--- config.mk ---
export PLATFORM = sky130hd
export DESIGN_NAME = elastic_pipe
export DESIGN_NICKNAME = d
export VERILOG_FILES = /design/src/rtl/elastic_pipe.sv
export SDC_FILE = /design/constraint.sdc
export NUM_CORES = 1
export LEC_CHECK = 0
export CAP_MARGIN = 15
export CELL_PAD_IN_SITES_DETAIL_PLACEMENT = 1
export CELL_PAD_IN_SITES_GLOBAL_PLACEMENT = 1
export CORE_ASPECT_RATIO = 1.75
export CORE_MARGIN = 3
export CORE_UTILIZATION = 45
export CTS_CLUSTER_SIZE = 24
export DETAILED_ROUTE_END_ITERATION = 16
export PLACE_DENSITY_LB_ADDON = 0.05
export SETUP_SLACK_MARGIN = 0.2
export SLEW_MARGIN = 25
export SYNTH_ARGS = -nofsm -noshare
export SYNTH_HDL_FRONTEND = slang
export SYNTH_SLANG_ARGS = --single-unit
--- constraint.sdc ---
create_clock -name clk -period 2.4 [get_ports clk]
set_input_delay 0.48 -clock clk [delete_from_list [all_inputs] [get_ports clk]]
set_output_delay 0.48 -clock clk [all_outputs]
set_load 0.005 [all_outputs]
--- src/rtl/elastic_pipe.sv ---
`default_nettype none
// ============================================================================
// Module      : elastic_pipe
// Description : Chain of DEPTH two-entry skid-buffer slices carrying DW-bit
//               words under a valid/ready handshake. It gives registered
//               backpressure, full throughput, synchronous flush and a
//               configurable data reset value. in_ready comes straight from
//               a flop, so it has no combinational path from out_ready.
// Ports       : clk        rising-edge clock
//               rst_n      asynchronous active-low reset
//               flush      synchronous clear of every valid bit and occupancy
//               in_valid   upstream word valid
//               in_data    upstream word (DW bits)
//               in_ready   slice 0 can accept (registered)
//               out_valid  last slice main register holds a word
//               out_data   last slice main register data
//               out_ready  downstream accepts
//               occupancy  registered count of buffered words, 0..2*DEPTH
// Revision    : 1.0 - initial release
// ============================================================================
module elastic_pipe #(
    parameter int            DW      = 32,
    parameter int            DEPTH   = 2,
    parameter logic [DW-1:0] RST_VAL = '0,
    parameter int            OW      = $clog2(2*DEPTH+1)
) (
    input  logic          clk,
    input  logic          rst_n,
    input  logic          flush,
    input  logic          in_valid,
    input  logic [DW-1:0] in_data,
    output logic          in_ready,
    output logic          out_valid,
    output logic [DW-1:0] out_data,
    input  logic          out_ready,
    output logic [OW-1:0] occupancy
);

    // Inter-slice links. Index k is the input side of slice k; index DEPTH
    // is the pipeline output. Valid/data flow forward, ready flows backward.
    logic [DEPTH:0]  w_vld;
    logic [DEPTH:0]  w_rdy;
    logic [DW-1:0]   w_dat [DEPTH+1];

    assign w_vld[0]     = in_valid;
    assign w_dat[0]     = in_data;
    assign w_rdy[DEPTH] = out_ready;

    genvar k;
    generate
        for (k = 0; k < DEPTH; k++) begin : g_slice
            logic          r_m_valid;
            logic [DW-1:0] r_m_data;
            logic          r_s_valid;
            logic [DW-1:0] r_s_data;
            logic          w_in_fire;
            logic          w_out_fire;

            // Ready depends only on this slice's own skid flop.
            assign w_rdy[k]   = ~r_s_valid;
            assign w_vld[k+1] = r_m_valid;
            assign w_dat[k+1] = r_m_data;

            assign w_in_fire  = w_vld[k] & ~r_s_valid;
            assign w_out_fire = r_m_valid & w_rdy[k+1];

            always_ff @(posedge clk or negedge rst_n) begin
                if (!rst_n) begin
                    r_m_valid <= 1'b0;
                    r_m_data  <= RST_VAL;
                    r_s_valid <= 1'b0;
                    r_s_data  <= RST_VAL;
                end else if (flush) begin
                    // Data registers keep their contents; only validity drops.
                    r_m_valid <= 1'b0;
                    r_s_valid <= 1'b0;
                end else if (r_s_valid && w_out_fire) begin
                    // Skid entry moves up; ready was low so no input fires.
                    r_m_data  <= r_s_data;
                    r_s_valid <= 1'b0;
                end else if (w_in_fire && r_m_valid && !w_out_fire) begin
                    // Main is stuck: park the incoming word in the skid slot.
                    r_s_data  <= w_dat[k];
                    r_s_valid <= 1'b1;
                end else if (w_in_fire) begin
                    r_m_data  <= w_dat[k];
                    r_m_valid <= 1'b1;
                end else if (w_out_fire) begin
                    r_m_valid <= 1'b0;
                end
            end
        end
    endgenerate

    assign in_ready  = w_rdy[0];
    assign out_valid = w_vld[DEPTH];
    assign out_data  = w_dat[DEPTH];

    // Occupancy tracks boundary handshakes only; transfers between slices
    // do not change the number of words held.
    logic          w_in_fire0;
    logic          w_out_fire_last;
    logic [OW-1:0] r_occ;

    assign w_in_fire0      = in_valid & in_ready;
    assign w_out_fire_last = out_valid & out_ready;

    always_ff @(posedge clk or negedge rst_n) begin
        if (!rst_n) begin
            r_occ <= '0;
        end else if (flush) begin
            r_occ <= '0;
        end else if (w_in_fire0 && !w_out_fire_last) begin
            r_occ <= r_occ + OW'(1);
        end else if (!w_in_fire0 && w_out_fire_last) begin
            r_occ <= r_occ - OW'(1);
        end
    end

    assign occupancy = r_occ;

endmodule
`default_nettype wire

# Word level (Yosys, flattened, before mapping)
# Cells that the tools add are included.
totals:
  output_inout_bits: 37
  mem_count: 0
  rom_bits: 0
  latchBits: 0
  ram_bits: 0
  ff_bits: 135
classes:
  mux: 25
  magnitude_cmp: 0
  div_mod_pow: 0
  addsub: 2
  eq_ne: 6
  shifts: 0
  bitwise_logic: 8
  mul: 0
  reduce_logical: 24
op_table:
  columns: ["operator", "n"]
  rows:
  - ["32-bit 2-to-1 mux", 6]
  - ["3-bit AND reduction", 6]
  - ["1-bit 2-to-1 mux", 16]
  - ["3-bit nonzero test", 5]
  - ["2-bit != test, second input constant", 6]
  - ["3-bit 2-to-1 mux", 3]
  - ["1-bit logical AND", 8]
  - ["1-bit inverter", 5]
  - ["2-bit nonzero test", 2]
  - ["3-bit by 1-bit adder with 3-bit output, second input constant", 1]
  - ["1-bit AND", 3]
  - ["1-bit zero test", 3]
  - ["3-bit by 1-bit subtractor with 3-bit output, second input constant", 1]

# Longest topological paths before layout
logic_depth:
  depth_word: 7
  ltp_mapped: 7

# Worst setup path before layout
# No wires, ideal clock.
synth_timing:
  path_kind: "input -> register"
  start: "in out_ready"
  end: "reg r_occ[2], in the netlist occupancy[2]"
  arrival_time_ns: 1.659
  cell_stages: 6
  setup_time_ns: 0.125
  setup_slack_ns: 0.616
  cell_sequence: "buf_2 -> a21oi_1 -> fa_1 -> nand2_1 -> a2bb2oi_1 -> mux2_2"
synth_between:
  elab_chain_len: 5
synth_rtl:
  columns: ["item", "line", "source"]
  rows:
  - ["from (decl)", "35", "input logic out_ready,"]
  - ["1-bit AND (*)", "106", "assign w_out_fire_last = out_valid & out_ready;"]
  - ["1-bit zero test", "113", "end else if (w_in_fire0 && !w_out_fire_last) begin"]
  - ["1-bit logical AND", "113", null]
  - ["3-bit 2-to-1 mux", "113", null]
  - ["3-bit 2-to-1 mux", "111", "end else if (flush) begin"]
  - ["to (signal assigned)", "114", "r_occ <= r_occ + OW'(1);"]
  - ["to (signal assigned)", "116", "r_occ <= r_occ - OW'(1);"]
  - ["to (decl)", "103", "logic [OW-1:0] r_occ;"]
# Every way passes the cells marked *; elsewhere a longest branch is shown, timed or not.
# A chain may end at the register's enable or synchronous reset.

# Worst setup path in the final report
layout_timing:
  start: "reg g_slice[1].r_m_valid, in the netlist out_valid"
  end: "out out_valid"
layout_rtl:
  columns: ["item", "line", "source"]
  rows:
  - ["from (decl)", "52", "logic r_m_valid;"]
  - ["from (signal assigned)", "69", "r_m_valid <= 1'b0;"]
  - ["from (signal assigned)", "75", "r_m_valid <= 1'b0;"]
  - ["from (signal assigned)", "87", "r_m_valid <= 1'b1;"]
  - ["to (decl)", "33", "output logic out_valid,"]
# No word-level cell between the ends.

==> results.py <==
metrics = {
    "worst_setup_path": {
        "end_kind": "primary output",
        "cp_data_arrival_time_ps": 1580,
        "cp_top_family": "flip-flops",
        "critPathBufInv": 1,
        "startpoint_type": "register",
        "worstPathCellList": "clkdlybuf4s50_1",
        "critPathRequiredTime_ps": 1920,
        "cp_slowest_stage_delay_ps": 590,
        "path_class": "register to primary output",
        "cpMaxStageDelayCell": "dfrtp_1",
        "worst-path-max-fanout": 10,
        "r2r_setup_slack_ps": 500,
    },
    "finish": {
        "final_cell_mix": "135 x dfrtp_1, 72 x clkdlybuf4s50_1, 67 x nor2_1, 64 x mux2i_1, 41 x a21oi_1",
        "utilization": 0.5877,
        "fin_nets": 574,
        "antenna_cells": 0,
        "area_delta_synth_final_pct": 25.58,
        "drive_gt1_frac": 0.2058,
        "layout_commonest_cell": "dfrtp_1",
    },
    "global_routing": {
        "grt_pass1_vias": 4065,
        "overflow": 0,
        "grt_max_degree": 57,
        "grt_use_total": 0.1850,
        "grt_pass1_wl_um": 20760,
        "antenna_found_initial": 0,
    },
    "detailed_routing": {
        "wl_um": 12620,
        "ant_nets": 0,
        "routed_via_density": 5.163,
        "vias": 3702,
        "drt-wirelength-per-cell_um": 17.60,
        "drt_first_pass_iters": 4,
        "drc": 0,
        "drt_iter0_markers": 72,
    },
    "sta": {
        "fin_crit_ps": 2058,
        "final_max_slew_viol_count": 0,
        "finalSetupViolCount": 0,
        "rsz0062_at_grt": "false",
        "slew_headroom": 0.6305,
        "fmax_mhz": 485.9,
        "skew_ps": 5.450,
        "worst_pin_slew_ps": 554.3,
        "period_share": 0.8575,
        "hold_violations": 0,
        "setup-tns-final_ps": 0,
    },
    "hold_path": {
        "worstHoldPathType": "primary input to async pin",
    },
    "logic_synthesis": {
        "synth-simple-area-share": 0.05925,
        "synth_area_leaders": "dfrtp_1 57%, mux2i_1 11%, mux2_1 6.9%",
        "synth-xor-area-share": 0.002962,
        "synth_compound_area_frac": 0.09077,
        "avgSynthCellArea_sq_um": 12.88,
        "synth_top_family_by_area": "multiplexers",
        "synth_mux_area_frac": 0.2321,
        "netlist.area_leader.share": 0.5713,
        "synth_fa_ha_area_frac": 0.003386,
        "ys_types": 28,
        "ys_seq_area_frac": 0.5713,
        "syn_nets": 497,
        "syn-cell-area_sq_um": 5913,
        "ys_ff_latch": 135,
        "synth_top_cell_by_area": "dfrtp_1",
        "syn_inst": 459,
        "yosys_warnings": 0,
    },
    "floorplanning": {
        "fp.dieArea_sq_um": 14610,
        "start_util": 0.4680,
        "ios": 74,
        "row_count": 54,
        "core_area_sq_um": 12630,
        "die-height_um": 157.6,
        "die_w_um": 92.66,
    },
    "clock_tree": {
        "clockBufferDepth": 2,
        "cts-hold-fix-buffers": 0,
        "insertion_delay_ps": 410,
        "cts_resized": 0,
        "cts_root_buf": "clkbuf_16",
        "clk_pin_slew_worst_paths_ps": 60,
        "cts-buffers-inserted": 17,
        "htree_num_levels": 4,
        "clkSinkCount": 135,
        "cts_tree": "done",
        "cts_setup_buffers": 0,
    },
    "placement": {
        "io_buffers": 73,
        "hpwl_um": 8371,
        "gp_congestion": 0.7567,
    },
    "flow_run": {
        "cap_violations": 0,
    },
    "power_and_ir_drop": {
        "ir_drop_v": 0.0006090,
        "p_leak_nw": 3.606,
        "p_per_area_nw_per_um2": 889.8,
    },
    "outcome": {
        "status": "finished, final reports clean",
    },
}
==> flip-flops by register name, summed over array words and instances (netlist names) <==
signal and flops:
g_slice.r_m_data 32, g_slice.r_m_valid 1, g_slice.r_s_data 64, g_slice.r_s_valid 2
occupancy 3, out_data 32, out_valid 1
==> per-stage QoR <==
stage,hold slack (ps),setup WS (ps),cells,instance area [sq um],total power [W]
floorplan,184.4,616.4,459,5913,0.003553
global placement,466.6,155.6,685,6863,0.004128
detailed placement,475.3,52.89,685,6863,0.004219
CTS,37.70,302.5,717,7426,0.006719
global route,66.02,276.1,717,7426,0.006968
finish,32.94,342.1,717,7426,0.006608
==> synth_stat cells <==
master	count
inv_1	4
nand2b_1	1
nand2_1	6
buf_2	16
inv_2	1
nor2_1	67
mux2_2	29
a211oi_1	2
dfrtp_1	135
nand2b_4	1
xnor2_1	1
o21ai_0	2
buf_6	10
a2bb2oi_1	1
buf_4	3
xor2_1	1
nor2b_1	2
buf_1	1
a21oi_2	28
mux2i_1	64
nor4b_4	1
nor3_2	1
a221oi_4	2
fa_1	1
nand3_1	1
nor3_1	1
mux2_1	36
a21oi_1	41
==> report_power, final <==
group	internal [W]	leakage (nW)	total, W	switching [W]
clock network	0.00146	0.269	0.00246	0.00100
logic	0.000673	1.71	0.00114	0.000466
registers	0.00273	1.63	0.00301	0.000281
total	0.00486	3.61	0.00661	0.00175
==> worst paths after layout <==
check	to	cells past startpoint	startpoint
min in group clk	g_slice[1].r_s_data[16]	1	g_slice[1].r_s_data[16]
min	occupancy[1]	1	rst_n
max in group asynchronous	g_slice[1].r_s_data[24]	2	rst_n
min reg2reg	g_slice[1].r_s_data[16]	1	g_slice[1].r_s_data[16]
max reg2reg	occupancy[2]	5	out_valid
max	out_valid	1	out_valid
==> cell type report <==
cell class	instances	area (sq um)
Tap cell	168	210.2
Fill cell	1277	5209
Clock buffer	18	439.2
Timing Repair Buffer	88	944.7
Inverter	5	18.77
Clock inverter	14	123.9
Sequential cell	135	3378
Multi-Input combinational cell	289	2311
==> cells by family (layout without fill, tap and decap cells) <==
logic type	after synthesis	after routing
adders and majority gates	1	1
muxes	129	129
xor gates and xnor gates	2	2
DFF	135	135
and+or+nand+nor	81	81
AOI/OAI and AO/OA	76	76
buffers and inverters	35	125
==> layer usage <==
metal | part of all wire | GRT usage
met1 | 0.40 | 0.2047
met3 | 0.027 | 0.04327
met4 | 0.015 | 0.06429
met2 | 0.56 | 0.3449
met5 | 0 | 0
==> worst reg2reg max path, stage by stage, from the launching register on <==
cell and delay, ps:
dfrtp_1 590, a21oi_1 180, fa_1 410, nand2_1 80, a2bb2oi_1 190, mux2_2 350
Power figures use the tool's default switching activity.
==> edit, RTL diff (config.mk and constraints unchanged) <==
Set the parameter `DW` to 40 (it was 32).
--- a/src/rtl/elastic_pipe.sv
+++ b/src/rtl/elastic_pipe.sv
@@ -20,5 +20,5 @@
 // ============================================================================
 module elastic_pipe #(
-    parameter int            DW      = 32,
+    parameter int            DW      = 40,
     parameter int            DEPTH   = 2,
     parameter logic [DW-1:0] RST_VAL = '0,
Interface: changed (resized in_data and out_data); port bits go from 74 to 90. No check against the original RTL was run, so the function may have changed too.
==> edit against the unedited design <==
- count of clock-buffer cells in the layout up 2
- wire length up 27%
- synthesized area up 19%
- clock power up 11%
- maximum frequency up 1.6%
- non-clock buffer count up 24
- sequential cell count up 32
- worst setup slack better by 0.032 ns
- sequential share of layout area up 1.5 points
- final area up 20%
- cell count up 19%
- via count up 25%
- power up 19%
==> edit: results (changes against the unedited design) <==
Placed cell areas - 8290 um2 (+21%)
Status - completed
Power Internal - 5.80 mW (+19%)
Synth top area share - 59.1% (+2.0 points)
Final HPWL from detailed placement - 10,500 um (+26%)
Signal inverters - 4 (-1)
Gpl congestion - 0.747 (-1.2%)
Synth cell types - 27 (-3.6%)
Crit-path slowest cell - clkdlybuf4s50_1
Initial DRC Count - 129 (+79%)
Pre-CTS setup slack - 0.0511 ns (-0.00175 ns)
Area Growth Syn to Fin - 25.8%
Largest net degree at the start of global routing - 71 (+25%)
Post-Syn Nets - 608 (+22%)
Port Buffer Count - 89 (+22%)
Clock Skew - 0.00537 ns (-0.0000757 ns)
R2R cell count - 6 (+1)
Fill count - 1,532 (+20%)
Data buffer area share - 13.3% (+0.56 points)
Routed WL per cell - 18.7 um (+6.4%)
Power per cell area - 883 nW/um2 (-0.78%)
Maximum vdd ir drop - 0.000578 V (-5.2%)
Clock buffer count - 20 (+2)
Register area share after synthesis - 59.1% (+2.0 points)
Dpl cells - 821 (+20%)
Vias - 4,618 (+25%)
Met3 Routed Length - 461 um (+33%)
Actual slew at the worst max-slew pin - 0.450 ns (-0.104 ns)
Sequential share of cell area - 47.0% (+1.5 points)
Metal2 WL - 8840 um (+25%)
CP max stage delay - 0.57 ns (-0.02 ns)
Post-cts hold buffer count - 1 (+1)
Largest register FFs - 80 (+25%)
Nets - 701 (+22%)
Lkg Pwr - 4.33 nW (+20%)
Top cells by count, synth - 167 x dfrtp_1, 86 x a21oi_1, 82 x nor2_1, 80 x mux2i_1, 75 x mux2_2
ClkCell Share - 6.60% (-0.98 points)
Post-route met1 wirelength - 6460 um (+29%)
#MultiIn Comb - 353 (+22%)
Worst path top cell family by delay - buffers and inverters
Multiplexer share of the synthesized area - 24.1% (+0.87 points)
Met3 usage - 3.08% (-1.2 points)
Adder-Cell Fraction of Synth Area - 0.283% (-0.055 points)
Overall Global Routing Usage - 19.6% (+1.1 points)
Seq Cell Count - 167 (+24%)
Power Combinational - 1.40 mW (+23%)
Avg Cell Area, Syn - 12.6 um2 (-2.4%)
-- edit: worst paths after layout --
check / from / to / slack (ns)
setup / recovery: out_valid$_DFFE_PN0P_ / out_valid / 0.37
max in group asynchronous: rst_n / g_slice[0].r_s_data[7]$_DFFE_PN0P_ / 1.23
hold reg to reg: g_slice[0].r_s_data[18]$_DFFE_PN0P_ / g_slice[0].r_s_data[18]$_DFFE_PN0P_ / 0.49
setup reg to reg: g_slice[0].r_s_valid$_DFFE_PN0P_ / occupancy[2]$_DFFE_PN0P_ / 0.45
hold / removal: g_slice[0].r_s_data[18]$_DFFE_PN0P_ / g_slice[0].r_s_data[18]$_DFFE_PN0P_ / 0.49
min in group asynchronous: rst_n / out_data[28]$_DFFE_PN0P_ / 0.54
-- edit: worst register-to-register path: stages (launching register included) --
cell      delay, ns
dfrtp_1        0.45
nand2b_1       0.17
a21oi_1        0.06
fa_1           0.38
or3b_2         0.51
a21o_1         0.18
a21oi_1        0.13
